===== src/rtl/shft_cmd_ctrl_pkg.sv =====
// Shared types and constants for the shifter command issuer.
// FSM encoding, shifter direction values, default amount width.
package shft_cmd_ctrl_pkg;

  localparam int AMT_W_DEF = 7;

  localparam logic DIR_RIGHT = 1'b1;
  localparam logic DIR_LEFT  = 1'b0;

  typedef enum logic [1:0] {
    ST_IDLE  = 2'd0,
    ST_SETUP = 2'd1,
    ST_PULSE = 2'd2,
    ST_GAP   = 2'd3
  } state_e;

endpackage


===== src/rtl/shft_cmd_fifo.sv =====
// Circular command buffer with registered occupancy.
// Reads are from the head register; no fall-through.
module shft_cmd_fifo #(
  parameter int DEPTH = 4,
  parameter int W     = 8
) (
  input  logic                     clk,
  input  logic                     rst_n,
  input  logic                     push,
  input  logic                     pop,
  input  logic [W-1:0]             wdata,
  output logic [W-1:0]             rdata,
  output logic                     full,
  output logic                     empty,
  output logic [$clog2(DEPTH):0]   count
);

  localparam int AW = $clog2(DEPTH);

  logic [W-1:0]  mem_q [DEPTH];
  logic [AW-1:0] wr_ptr_q, wr_ptr_d;
  logic [AW-1:0] rd_ptr_q, rd_ptr_d;
  logic [AW:0]   count_q, count_d;
  logic          push_ok;
  logic          pop_ok;

  assign full    = (count_q == (AW+1)'(DEPTH));
  assign empty   = (count_q == '0);
  assign count   = count_q;
  assign rdata   = mem_q[rd_ptr_q];
  assign push_ok = push && !full;
  assign pop_ok  = pop && !empty;

  always_comb begin
    wr_ptr_d = wr_ptr_q;
    rd_ptr_d = rd_ptr_q;
    count_d  = count_q;
    if (push_ok) wr_ptr_d = wr_ptr_q + 1'b1;
    if (pop_ok)  rd_ptr_d = rd_ptr_q + 1'b1;
    if (push_ok && !pop_ok)
      count_d = count_q + 1'b1;
    else if (!push_ok && pop_ok)
      count_d = count_q - 1'b1;
  end

  always_ff @(posedge clk or negedge rst_n) begin
    if (!rst_n) begin
      wr_ptr_q <= '0;
      rd_ptr_q <= '0;
      count_q  <= '0;
      for (int i = 0; i < DEPTH; i++)
        mem_q[i] <= '0;
    end else begin
      wr_ptr_q <= wr_ptr_d;
      rd_ptr_q <= rd_ptr_d;
      count_q  <= count_d;
      if (push_ok) mem_q[wr_ptr_q] <= wdata;
    end
  end

endmodule


===== src/rtl/shft_cmd_ctrl.sv =====
// Replays buffered shift requests as spaced start pulses
// with operands held stable from setup through gap.
module shft_cmd_ctrl
  import shft_cmd_ctrl_pkg::*;
#(
  parameter int DEPTH     = 4,
  parameter int AMT_W     = AMT_W_DEF,
  parameter int PULSE_LEN = 2,
  parameter int GAP_LEN   = 1
) (
  input  logic             clk,
  input  logic             rst_n,
  input  logic             cmd_valid,
  output logic             cmd_ready,
  input  logic             cmd_dir,
  input  logic [AMT_W-1:0] cmd_amt,
  output logic             start,
  output logic             shft,
  output logic [AMT_W-1:0] n,
  output logic             busy,
  output logic [7:0]       issued_cnt,
  output logic [7:0]       drop_cnt
);

  localparam int CMAX = (PULSE_LEN > GAP_LEN) ?
                        PULSE_LEN : GAP_LEN;
  localparam int CW   = $clog2(CMAX + 1);
  localparam int FW   = 1 + AMT_W;
  localparam int OW   = $clog2(DEPTH) + 1;

  state_e           state_q, state_d;
  logic [CW-1:0]    cnt_q, cnt_d;
  logic             start_q, start_d;
  logic             shft_q, shft_d;
  logic [AMT_W-1:0] n_q, n_d;
  logic [7:0]       issued_q, issued_d;
  logic [7:0]       drop_q, drop_d;

  logic             fifo_push;
  logic             fifo_pop;
  logic [FW-1:0]    fifo_rdata;
  logic             fifo_full;
  logic             fifo_empty;
  logic [OW-1:0]    fifo_count;
  logic             head_dir;
  logic [AMT_W-1:0] head_amt;
  logic             head_zero;

  assign cmd_ready = !fifo_full;
  assign fifo_push = cmd_valid && cmd_ready;
  assign head_dir  = fifo_rdata[AMT_W];
  assign head_amt  = fifo_rdata[AMT_W-1:0];
  assign head_zero = (head_amt == '0);

  shft_cmd_fifo #(
    .DEPTH (DEPTH),
    .W     (FW)
  ) u_fifo (
    .clk   (clk),
    .rst_n (rst_n),
    .push  (fifo_push),
    .pop   (fifo_pop),
    .wdata ({cmd_dir, cmd_amt}),
    .rdata (fifo_rdata),
    .full  (fifo_full),
    .empty (fifo_empty),
    .count (fifo_count)
  );

  always_ff @(posedge clk or negedge rst_n) begin
    if (!rst_n) begin
      state_q <= ST_IDLE;
      cnt_q   <= '0;
    end else begin
      state_q <= state_d;
      cnt_q   <= cnt_d;
    end
  end

  always_comb begin
    state_d  = state_q;
    cnt_d    = cnt_q;
    fifo_pop = 1'b0;
    unique case (state_q)
      ST_IDLE: begin
        if (!fifo_empty) begin
          fifo_pop = 1'b1;
          if (!head_zero) state_d = ST_SETUP;
        end
      end
      ST_SETUP: begin
        state_d = ST_PULSE;
        cnt_d   = CW'(PULSE_LEN - 1);
      end
      ST_PULSE: begin
        if (cnt_q == '0) begin
          state_d = ST_GAP;
          cnt_d   = CW'(GAP_LEN - 1);
        end else begin
          cnt_d = cnt_q - 1'b1;
        end
      end
      ST_GAP: begin
        if (cnt_q == '0) state_d = ST_IDLE;
        else             cnt_d   = cnt_q - 1'b1;
      end
      default: state_d = ST_IDLE;
    endcase
  end

  // Outputs are registered from the next state so start is glitch-free.
  always_comb begin
    start_d  = (state_d == ST_PULSE);
    shft_d   = shft_q;
    n_d      = n_q;
    issued_d = issued_q;
    drop_d   = drop_q;
    if (fifo_pop && !head_zero) begin
      shft_d = head_dir;
      n_d    = head_amt;
    end
    if (fifo_pop && head_zero)
      drop_d = drop_q + 8'd1;
    if (state_q == ST_SETUP)
      issued_d = issued_q + 8'd1;
  end

  always_ff @(posedge clk or negedge rst_n) begin
    if (!rst_n) begin
      start_q  <= 1'b0;
      shft_q   <= 1'b0;
      n_q      <= '0;
      issued_q <= '0;
      drop_q   <= '0;
    end else begin
      start_q  <= start_d;
      shft_q   <= shft_d;
      n_q      <= n_d;
      issued_q <= issued_d;
      drop_q   <= drop_d;
    end
  end

  assign start      = start_q;
  assign shft       = shft_q;
  assign n          = n_q;
  assign issued_cnt = issued_q;
  assign drop_cnt   = drop_q;
  assign busy       = (state_q != ST_IDLE) ||
                      (fifo_count != '0);

endmodule

===== config.mk =====
export PLATFORM = sky130hd
export DESIGN_NAME = shft_cmd_ctrl
export DESIGN_NICKNAME = d
export VERILOG_FILES = /design/src/rtl/shft_cmd_ctrl_pkg.sv /design/src/rtl/shft_cmd_fifo.sv /design/src/rtl/shft_cmd_ctrl.sv
export SDC_FILE = /design/constraint.sdc
export NUM_CORES = 1
export LEC_CHECK = 0
export CAP_MARGIN = 20
export CORE_ASPECT_RATIO = 1.75
export CORE_MARGIN = 2
export CORE_UTILIZATION = 40
export DETAILED_ROUTE_END_ITERATION = 8
export PLACE_DENSITY = 0.64
export REMOVE_ABC_BUFFERS = 1
export SLEW_MARGIN = 20
export SYNTH_ARGS = -nofsm -noshare
export SYNTH_HDL_FRONTEND = slang
export SYNTH_SLANG_ARGS = --single-unit

===== constraint.sdc =====
create_clock -name clk -period 4.1 [get_ports clk]
set_clock_uncertainty 0.2 [all_clocks]
set_input_delay 0.82 -clock clk [delete_from_list [all_inputs] [get_ports clk]]
set_output_delay 0.82 -clock clk [all_outputs]
set_load 0.02 [all_outputs]

==> impl_metrics.env, run 1 <==
export IMPL_insertion_delay_ns=0.32
export IMPL_die_area_mm2=0.00855
export IMPL_synth_edf_count=0
export IMPL_grt_pass1_vias=1953
export IMPL_dp_hpwl_mm=4.14
export IMPL_gp_congestion=0.769
export IMPL_critPathMaxFanout=10
export IMPL_vias=1870
export IMPL_postPlaceCellArea_mm2=0.00357
export IMPL_coreArea_mm2=0.00757
export IMPL_hold_class="register to register"
export IMPL_fin_setup_tns_ns=0
export IMPL_maxCapViolCount=0
export IMPL_start_util_pct=41.2
export IMPL_crit_type="register to register"
export IMPL_grt_max_degree=37
export IMPL_peakVddDrop_uv=280
export IMPL_cp_required_ns=4.10
export IMPL_max_freq_mhz=344
export IMPL_p_per_area_mw_per_mm2=809
export IMPL_critical_path_max_stage_delay_ns=0.69
export IMPL_vias_per_cell=5.28
export IMPL_start_kind="register"
export IMPL_setup_viol=0
export IMPL_io_buffers=37
export IMPL_fp_dieW_um=70.7
export IMPL_cp_arrival_ns=2.91
export IMPL_tightest_slew_ns=0.734
export IMPL_synth_seq_cells=68
export IMPL_post_cts_resize_count=0
export IMPL_rsz0062_at_grt="no"
export IMPL_avgRoutedWirePerCell_um=15.8
export IMPL_path_delay_family="multiplexers"
export IMPL_path_buf_inv=0
export IMPL_drive_gt1_share_pct=24.8
export IMPL_syn_avg_cell_area_um2=14.0
export IMPL_dp_cells=342
export IMPL_synth_area_mm2=0.00312
export IMPL_path_cells="mux4_2, or4_4, o21ai_4, mux2_4"
export IMPL_cts_hold_buf=0
export IMPL_cts_htree_levels=3
export IMPL_syn_inst=222
export IMPL_final_cell_area_mm2=0.00382
export IMPL_end_kind="register"
export IMPL_antenna_found_initial=0
export IMPL_outcome="finished, final reports clean"
export IMPL_fin_crit_ns=2.91
export IMPL_track_usage_pct=14.4
export IMPL_clockBufferDepth=2
export IMPL_areaGrowthSynthToFinish_pct=22.4
export IMPL_fin_cells=354
export IMPL_clock_sinks=68
export IMPL_yosys_warnings=0
export IMPL_fin_nets=287
export IMPL_rows=42
export IMPL_cts_tree="done"
export IMPL_yosys_top_cells_count="dfrtp_1, mux2_2, nand2_1, xor2_1"
export IMPL_clk_pin_slew_ns=0.05
export IMPL_slew_limit_headroom_pct=51.1
export IMPL_synth_seq_area_share_pct=54.6
export IMPL_yosysMostFrequentCell="dfrtp_1"
export IMPL_synth_area_leader_cell="dfrtp_1"
export IMPL_drt_total_wl_mm=5.60
export IMPL_final_max_slew_violation_count=0
export IMPL_synthDistinctLibCells=35
export IMPL_synth_top_area_share_pct=54.6
export IMPL_postCtsSetupBuffers=0
export IMPL_fin_crit_sh_pct=70.9
export IMPL_grt_pass1_wl_mm=9.39
export IMPL_hold_depth=1
export IMPL_synthTopCellsByArea="dfrtp_1, mux2_2, mux4_2"
export IMPL_ys_flop_type="dfrtp_1"
export IMPL_p_leak_nw=1.68
export IMPL_first_pass_iters=4
export IMPL_slowest_stage="dfrtp_1"
export IMPL_detail_route_antenna_nets=0
export IMPL_cts_buffers_inserted=9
export IMPL_worst_r2r_path_depth=4
export IMPL_io_pins=38
export IMPL_path_depth=4
export IMPL_hold_violations=0
export IMPL_drc=0
export IMPL_fp_dieH_um=121
export IMPL_synthArstFlopShare_pct=100
export IMPL_cts_root_buf="clkbuf_16"
export IMPL_overflow=0
export IMPL_drt_iter0_markers=66
export IMPL_n_antenna_cell=0
-- registers in the layout (all words and copies together) (netlist names) --
| register | cells |
|---|---|
| u_fifo.wr_ptr_q | 2 |
| shft | 1 |
| start | 1 |
| u_fifo.rd_ptr_q | 2 |
| state_q | 2 |
| u_fifo.count | 3 |
| issued_cnt | 8 |
| cnt_q | 2 |
| n | 7 |
| u_fifo.mem_q | 32 |
| drop_cnt | 8 |
-- final cells by class --
| class | count | area, um^2 |
|---|---|---|
| clock buffers | 12 | 246 |
| well taps | 88 | 110 |
| flip-flops and latches | 68 | 1700 |
| inverters | 7 | 26.3 |
| repair buffers | 40 | 388 |
| fillers | 686 | 3750 |
| multi-input cells | 139 | 1340 |
-- logic make-up after synthesis --
logic type	count (synthesis)	synth area share, %
adder cells (fa/ha/maj)	11	4.65
flip-flops	68	54.6
XOR/XNOR	21	5.90
AO/OA/AOI/OAI	16	4.05
multiplexers	44	19.0
buffers and inverters	15	2.33
AND/OR/NAND/NOR	47	9.47
-- path summary, 6_finish.rpt --
check | start | to | slack (ns)
max reg2reg | u_fifo.rd_ptr_q[0] | shft | 1.19
min | drop_cnt[7] | drop_cnt[7] | 0.26
max in group asynchronous | rst_n | u_fifo.mem_q[29] | 2.40
min in group asynchronous | rst_n | cnt_q[1] | 0.36
max | u_fifo.rd_ptr_q[0] | shft | 1.19
min reg2reg | drop_cnt[7] | drop_cnt[7] | 0.26
-- report_power, final --
part	internal [W]	switching (W)	total (W)
clock	0.000411	0.000242	0.000653
combinational	0.000656	0.000538	0.00119
sequential	0.000975	0.000266	0.00124
total	0.00204	0.00105	0.00309
-- stage by stage --
stage / utilization [%] / hold slack [ns] / total power [W] / setup slack [ns]
2_1_floorplan: - / 0.270 / 0.00206 / 1.33
3_3_place_gp: 47.2 / 0.257 / 0.00243 / 1.19
3_5_place_dp: 47.2 / 0.263 / 0.00247 / 1.15
4_1_cts: 50.4 / 0.274 / 0.00314 / 1.14
5_1_grt: 50.4 / 0.297 / 0.00330 / 1.04
6_report: 50.4 / 0.264 / 0.00309 / 1.19
-- layout by cell type, fill, tap and decap left out, types with 2 or more instances in the layout --
cell	netlist	layout
dfrtp_1	68	68
clkbuf_16	0	9
clkbuf_1	5	2
inv_1	6	6
xor2_1	11	11
buf_4	0	3
clkdlybuf4s50_1	0	36
ha_1	10	10
nand4_1	2	2
nand2_1	11	11
nand3_1	8	8
and3_1	4	4
mux4_2	7	7
a21oi_1	3	3
nor2_1	8	8
a22o_1	8	8
mux2_2	34	34
xnor2_1	10	10
o21ai_0	2	2
nor4_2	6	6
-- routing by layer --
layer	up-vias	track usage, %	part of all wire [%]
li1	875	-	-
met1	944	16.1	41
met2	42	25.1	53
met3	9	3.50	4.1
met4	0	7.08	2.0
met5	-	0	0
Power figures use the tool's default switching activity.
==> run 2: changes to the inputs <==
clock period = 2.95 ns   (was 4.1 ns; I/O delays follow)
==> run 2 against run 1 <==
Worst setup slack got worse by 0.98 ns. Die area did not move. Utilization rose by 1.7 points. Worst hold slack got worse by 0.20 ns. Via count fell by 0.75%. First-iteration DRC count did not move. Routed wire length rose by 2.6%. Final area rose by 3.3%. Register-to-register slack got worse by 0.98 ns. Critical endpoint is now drop_cnt[1]. Largest cell class unchanged. Largest power group is now combinational cells. Highest routed layer unchanged.
==> impl_metrics.env, run 2 (synthesized netlist as in run 1, its figures left out) <==
export IMPL_start_util_pct=41.2
export IMPL_antenna_found_initial=0
export IMPL_final_max_slew_violation_count=0
export IMPL_p_leak_nw=1.74
export IMPL_start_kind="register"
export IMPL_outcome="finished, final reports clean"
export IMPL_largest_register_ffs=32
export IMPL_grt_pass1_wl_mm=9.61
export IMPL_cts_hold_buf=0
export IMPL_fp_dieH_um=121
export IMPL_sw_frac_of_total_pct=33.2
export IMPL_areaGrowthSynthToFinish_pct=26.4
export IMPL_drt_total_wl_mm=5.74
export IMPL_drc=0
export IMPL_cp_arrival_ns=2.75
export IMPL_busiest_layer="met2"
export IMPL_combPwrFrac_pct=38.5
export IMPL_detail_route_antenna_nets=0
export IMPL_drt_iter0_markers=66
export IMPL_use_met3_pct=3.75
export IMPL_cp_required_ns=2.96
export IMPL_p_per_area_mw_per_mm2=1160
export IMPL_worst_hold_slack_ns=0.0685
export IMPL_hold_violations=0
export IMPL_rows=42
export IMPL_cts_htree_levels=3
export IMPL_p_int_w=0.00305
export IMPL_path_delay_family="multiplexers"
export IMPL_setup_viol=0
export IMPL_end_kind="register"
export IMPL_max_freq_mhz=365
export IMPL_slew_limit_headroom_pct=51.0
export IMPL_clk_pin_slew_ns=0.06
export IMPL_grt_pass1_vias=1946
export IMPL_peakVddDrop_uv=391
export IMPL_final_common_cell="dfrtp_1"
export IMPL_slowest_stage="dfrtp_1"
export IMPL_maxCapViolCount=0
export IMPL_postCtsSetupBuffers=0
export IMPL_p_seq_share_pct=36.9
export IMPL_critical_path_max_stage_delay_ns=0.59
export IMPL_top_register="u_fifo.mem_q"
export IMPL_path_buf_inv=1
export IMPL_avgRoutedWirePerCell_um=15.8
export IMPL_post_cts_resize_count=0
export IMPL_track_usage_pct=14.8
export IMPL_io_pins=38
export IMPL_clockBufferDepth=2
export IMPL_grt_max_degree=46
export IMPL_insertion_delay_ns=0.33
export IMPL_met2_usage_pct=25.2
export IMPL_coreArea_mm2=0.00757
export IMPL_fin_setup_tns_ns=0
export IMPL_layout_common_cells="dfrtp_1, clkdlybuf4s50_1, mux2_2"
export IMPL_fin_nets=292
export IMPL_hold_class="input port to asynchronous set/reset pin"
export IMPL_drive_gt1_share_pct=28.0
export IMPL_cts_root_buf="clkbuf_16"
export IMPL_fp_dieW_um=70.7
export IMPL_cts_tree="done"
export IMPL_use_met1_pct=17.2
export IMPL_crit_type="register to register"
export IMPL_p_switching_w=0.00152
export IMPL_io_buffers=37
export IMPL_fin_crit_ns=2.74
export IMPL_gp_congestion=0.732
export IMPL_clock_sinks=68
export IMPL_n_antenna_cell=0
export IMPL_critPathMaxFanout=8
export IMPL_rsz0062_at_grt="no"
export IMPL_overflow=0
export IMPL_path_cells="buf_4, mux4_2, or4_4, nor3_4, mux2_1"
export IMPL_cts_buffers_inserted=9
export IMPL_fin_crit_sh_pct=92.9
export IMPL_tightest_slew_ns=0.731
export IMPL_vias_per_cell=5.11
export IMPL_vias=1856
export IMPL_die_area_mm2=0.00855
export IMPL_first_pass_iters=4
export IMPL_clkPwrFrac_pct=24.5
export IMPL_dp_hpwl_mm=4.23
run 2: changes by cell type in the layout (fill, tap and decap cells not counted), sizes merged:
cell | previous run | this run
bufinv | 0 | 1
clkinv | 1 | 2
clkinvlp | 0 | 1
clkbuf | 12 | 13
buf | 4 | 9
run 2: final cells by class:
cell class                 instances  area, um^2
inverter                           7        26.3
clock buffer                      13         280
multi-input combinational        139        1340
sequential                        68        1700
timing repair buffer              45         438
tap                               88         110
clock inverter                     3        42.5
fill                             688        3620
run 2: through the flow:
step | setup WS (ns) | area, um^2 | util [%] | total power, W | instances
finish | 0.208 | 3940 | 52.1 | 0.00457 | 363
floorplan | 0.175 | 3070 | - | 0.00286 | 214
global route | 0.0796 | 3940 | 52.1 | 0.00484 | 363
global placement | 0.150 | 3620 | 47.8 | 0.00344 | 347
CTS | 0.158 | 3940 | 52.1 | 0.00464 | 363
detailed placement | 0.164 | 3620 | 47.8 | 0.00349 | 347
run 2: per-layer routing:
layer	part of all wire, %	vias up
met1	42	920
met3	3.4	8
met4	1.7	0
met2	53	36
li1	-	892
met5	0	-
run 2: power groups by stage:
stage	clock (W)	sequential (W)	combinational [W]
global route	0.00118	0.00175	0.00192
CTS	0.00115	0.00170	0.00179
finish	0.00112	0.00169	0.00176
global placement	0	0.00170	0.00173
floorplan	0	0.00176	0.00109
detailed placement	0	0.00171	0.00178
run 2: path summary, 6_finish.rpt:
check | startpoint | to | slack (ns) | cells past startpoint
max | u_fifo.rd_ptr_q[0] | drop_cnt[1] | 0.21 | 5
min | rst_n | cnt_q[1] | 0.07 | 1
max reg2reg | u_fifo.rd_ptr_q[0] | drop_cnt[1] | 0.21 | 5
min reg2reg | drop_cnt[7] | drop_cnt[7] | 0.26 | 1
max in group asynchronous | rst_n | u_fifo.mem_q[29] | 1.85 | 2
min in group clk | drop_cnt[7] | drop_cnt[7] | 0.26 | 1
==> run 3: changes to the inputs <==
CORE_MARGIN = default   (was 2)
==> run 3 against run 2 <==
Register-to-register slack gained 0.098 ns. Routed wire length grew 4.5%. First-iteration DRC count grew 29%. Largest power group unchanged. Count of clock-buffer cells in the layout shrank 1. Critical path depth grew 2. Utilization shrank 0.68 points.
==> impl_metrics.env, run 3 (synthesized netlist as in run 1, its figures left out) <==
export IMPL_outcome="finished, final reports clean"
export IMPL_end_kind="register"
export IMPL_path_depth=7
export IMPL_fin_crit_sh_pct=89.6
export IMPL_final_max_slew_violation_count=0
export IMPL_peakVddDrop_uv=620
export IMPL_cts_hold_buf=0
export IMPL_dp_hpwl_mm=4.28
export IMPL_cts_tree="done"
export IMPL_met2_usage_pct=27.9
export IMPL_busiest_layer="met2"
export IMPL_maxCapViolCount=0
export IMPL_grt_pass1_vias=1996
export IMPL_track_usage_pct=17.1
export IMPL_clkPwrFrac_pct=21.9
export IMPL_critical_path_max_stage_delay_ns=0.58
export IMPL_cts_buffers_inserted=9
export IMPL_cp_required_ns=2.96
export IMPL_rows=42
export IMPL_drt_total_wl_mm=6.00
export IMPL_critPathMaxFanout=10
export IMPL_drc=0
export IMPL_grt_pass1_wl_mm=9.92
export IMPL_hold_class="input port to asynchronous set/reset pin"
export IMPL_detail_route_antenna_nets=0
export IMPL_sw_frac_of_total_pct=34.9
export IMPL_path_buf_inv=2
export IMPL_max_freq_mhz=378
export IMPL_postCtsSetupBuffers=0
export IMPL_drt_iter0_markers=85
export IMPL_p_leak_nw=1.71
export IMPL_p_seq_share_pct=37.5
export IMPL_slowest_stage="nor3_2"
export IMPL_overflow=0
export IMPL_n_antenna_cell=0
export IMPL_use_met1_pct=19.4
export IMPL_use_met3_pct=4.44
export IMPL_gp_congestion=0.694
export IMPL_io_buffers=37
export IMPL_combPwrFrac_pct=40.7
export IMPL_areaGrowthSynthToFinish_pct=24.8
export IMPL_cts_root_buf="clkbuf_16"
export IMPL_rsz0062_at_grt="no"
export IMPL_hold_violations=0
export IMPL_drive_gt1_share_pct=27.3
export IMPL_coreArea_mm2=0.00757
export IMPL_fin_setup_tns_ns=0
export IMPL_die_area_mm2=0.00817
export IMPL_start_kind="register"
export IMPL_fp_dieH_um=119
export IMPL_path_delay_family="simple AND/OR/NAND/NOR gates"
export IMPL_largest_register_ffs=32
export IMPL_layout_common_cells="dfrtp_1, clkdlybuf4s50_1, mux2_2"
export IMPL_cp_arrival_ns=2.66
export IMPL_worst_hold_slack_ns=0.0389
export IMPL_p_int_w=0.00290
export IMPL_vias=1911
export IMPL_antenna_found_initial=0
export IMPL_fp_dieW_um=68.7
export IMPL_first_pass_iters=2
export IMPL_clk_pin_slew_ns=0.06
export IMPL_fin_crit_ns=2.64
export IMPL_tightest_slew_ns=0.747
export IMPL_setup_viol=0
export IMPL_start_util_pct=41.2
export IMPL_clock_sinks=68
export IMPL_vias_per_cell=5.26
export IMPL_fin_nets=292
export IMPL_clockBufferDepth=2
export IMPL_grt_max_degree=48
export IMPL_io_pins=38
export IMPL_avgRoutedWirePerCell_um=16.5
export IMPL_post_cts_resize_count=0
export IMPL_insertion_delay_ns=0.33
export IMPL_slew_limit_headroom_pct=50.0
export IMPL_top_register="u_fifo.mem_q"
export IMPL_p_switching_w=0.00155
export IMPL_crit_type="register to register"
export IMPL_worst_r2r_path_depth=7
export IMPL_final_common_cell="dfrtp_1"
export IMPL_p_per_area_mw_per_mm2=1140
export IMPL_path_cells="nor3_1, nor3_2, clkinv_1, ha_1, inv_1, fa_1, mux2_2"
export IMPL_cts_htree_levels=3
run 3: final timing paths:
kind / startpoint / end / slack [ns]
worst max-delay path: u_fifo.count[0] / u_fifo.count[1] / 0.31
min in group clk: drop_cnt[7] / drop_cnt[7] / 0.27
max in group asynchronous: rst_n / u_fifo.mem_q[29] / 1.88
worst min-delay path: rst_n / drop_cnt[2] / 0.04
worst min register to register: drop_cnt[7] / drop_cnt[7] / 0.27
worst max register to register: u_fifo.count[0] / u_fifo.count[1] / 0.31
run 3: cell type report:
class / instances / area [um^2]
fill: 682 / 3680
tap: 88 / 110
inverter: 7 / 26.3
clock inverter: 4 / 25.0
multi-input combinational: 139 / 1340
timing repair buffer: 45 / 438
clock buffer: 12 / 246
sequential: 68 / 1700
run 3: per-stage QoR:
stage	setup WS [ns]	total power [W]	std cells	util, %	cell area [um^2]
floorplan	0.175	0.00286	214	-	3070
global placement	0.236	0.00346	347	47.8	3620
detailed placement	0.176	0.00351	347	47.8	3620
CTS	0.297	0.00452	363	51.4	3890
global route	0.129	0.00475	363	51.4	3890
finish	0.306	0.00445	363	51.4	3890
run 3: layer usage:
layer  wire length, um  vias up
li1                  -      898
met2              3250       35
met1              2430      970
met3               184        8
met5                 0        -
met4               128        0
run 3: power groups by stage:
| stage | clock [W] | combinational, W | sequential (W) |
|---|---|---|---|
| after CTS | 0.00100 | 0.00184 | 0.00167 |
| after floorplan | 0 | 0.00109 | 0.00176 |
| after global placement | 0 | 0.00179 | 0.00167 |
| after detailed placement | 0 | 0.00183 | 0.00168 |
| final | 0.000974 | 0.00181 | 0.00167 |
| after global routing | 0.00104 | 0.00198 | 0.00172 |
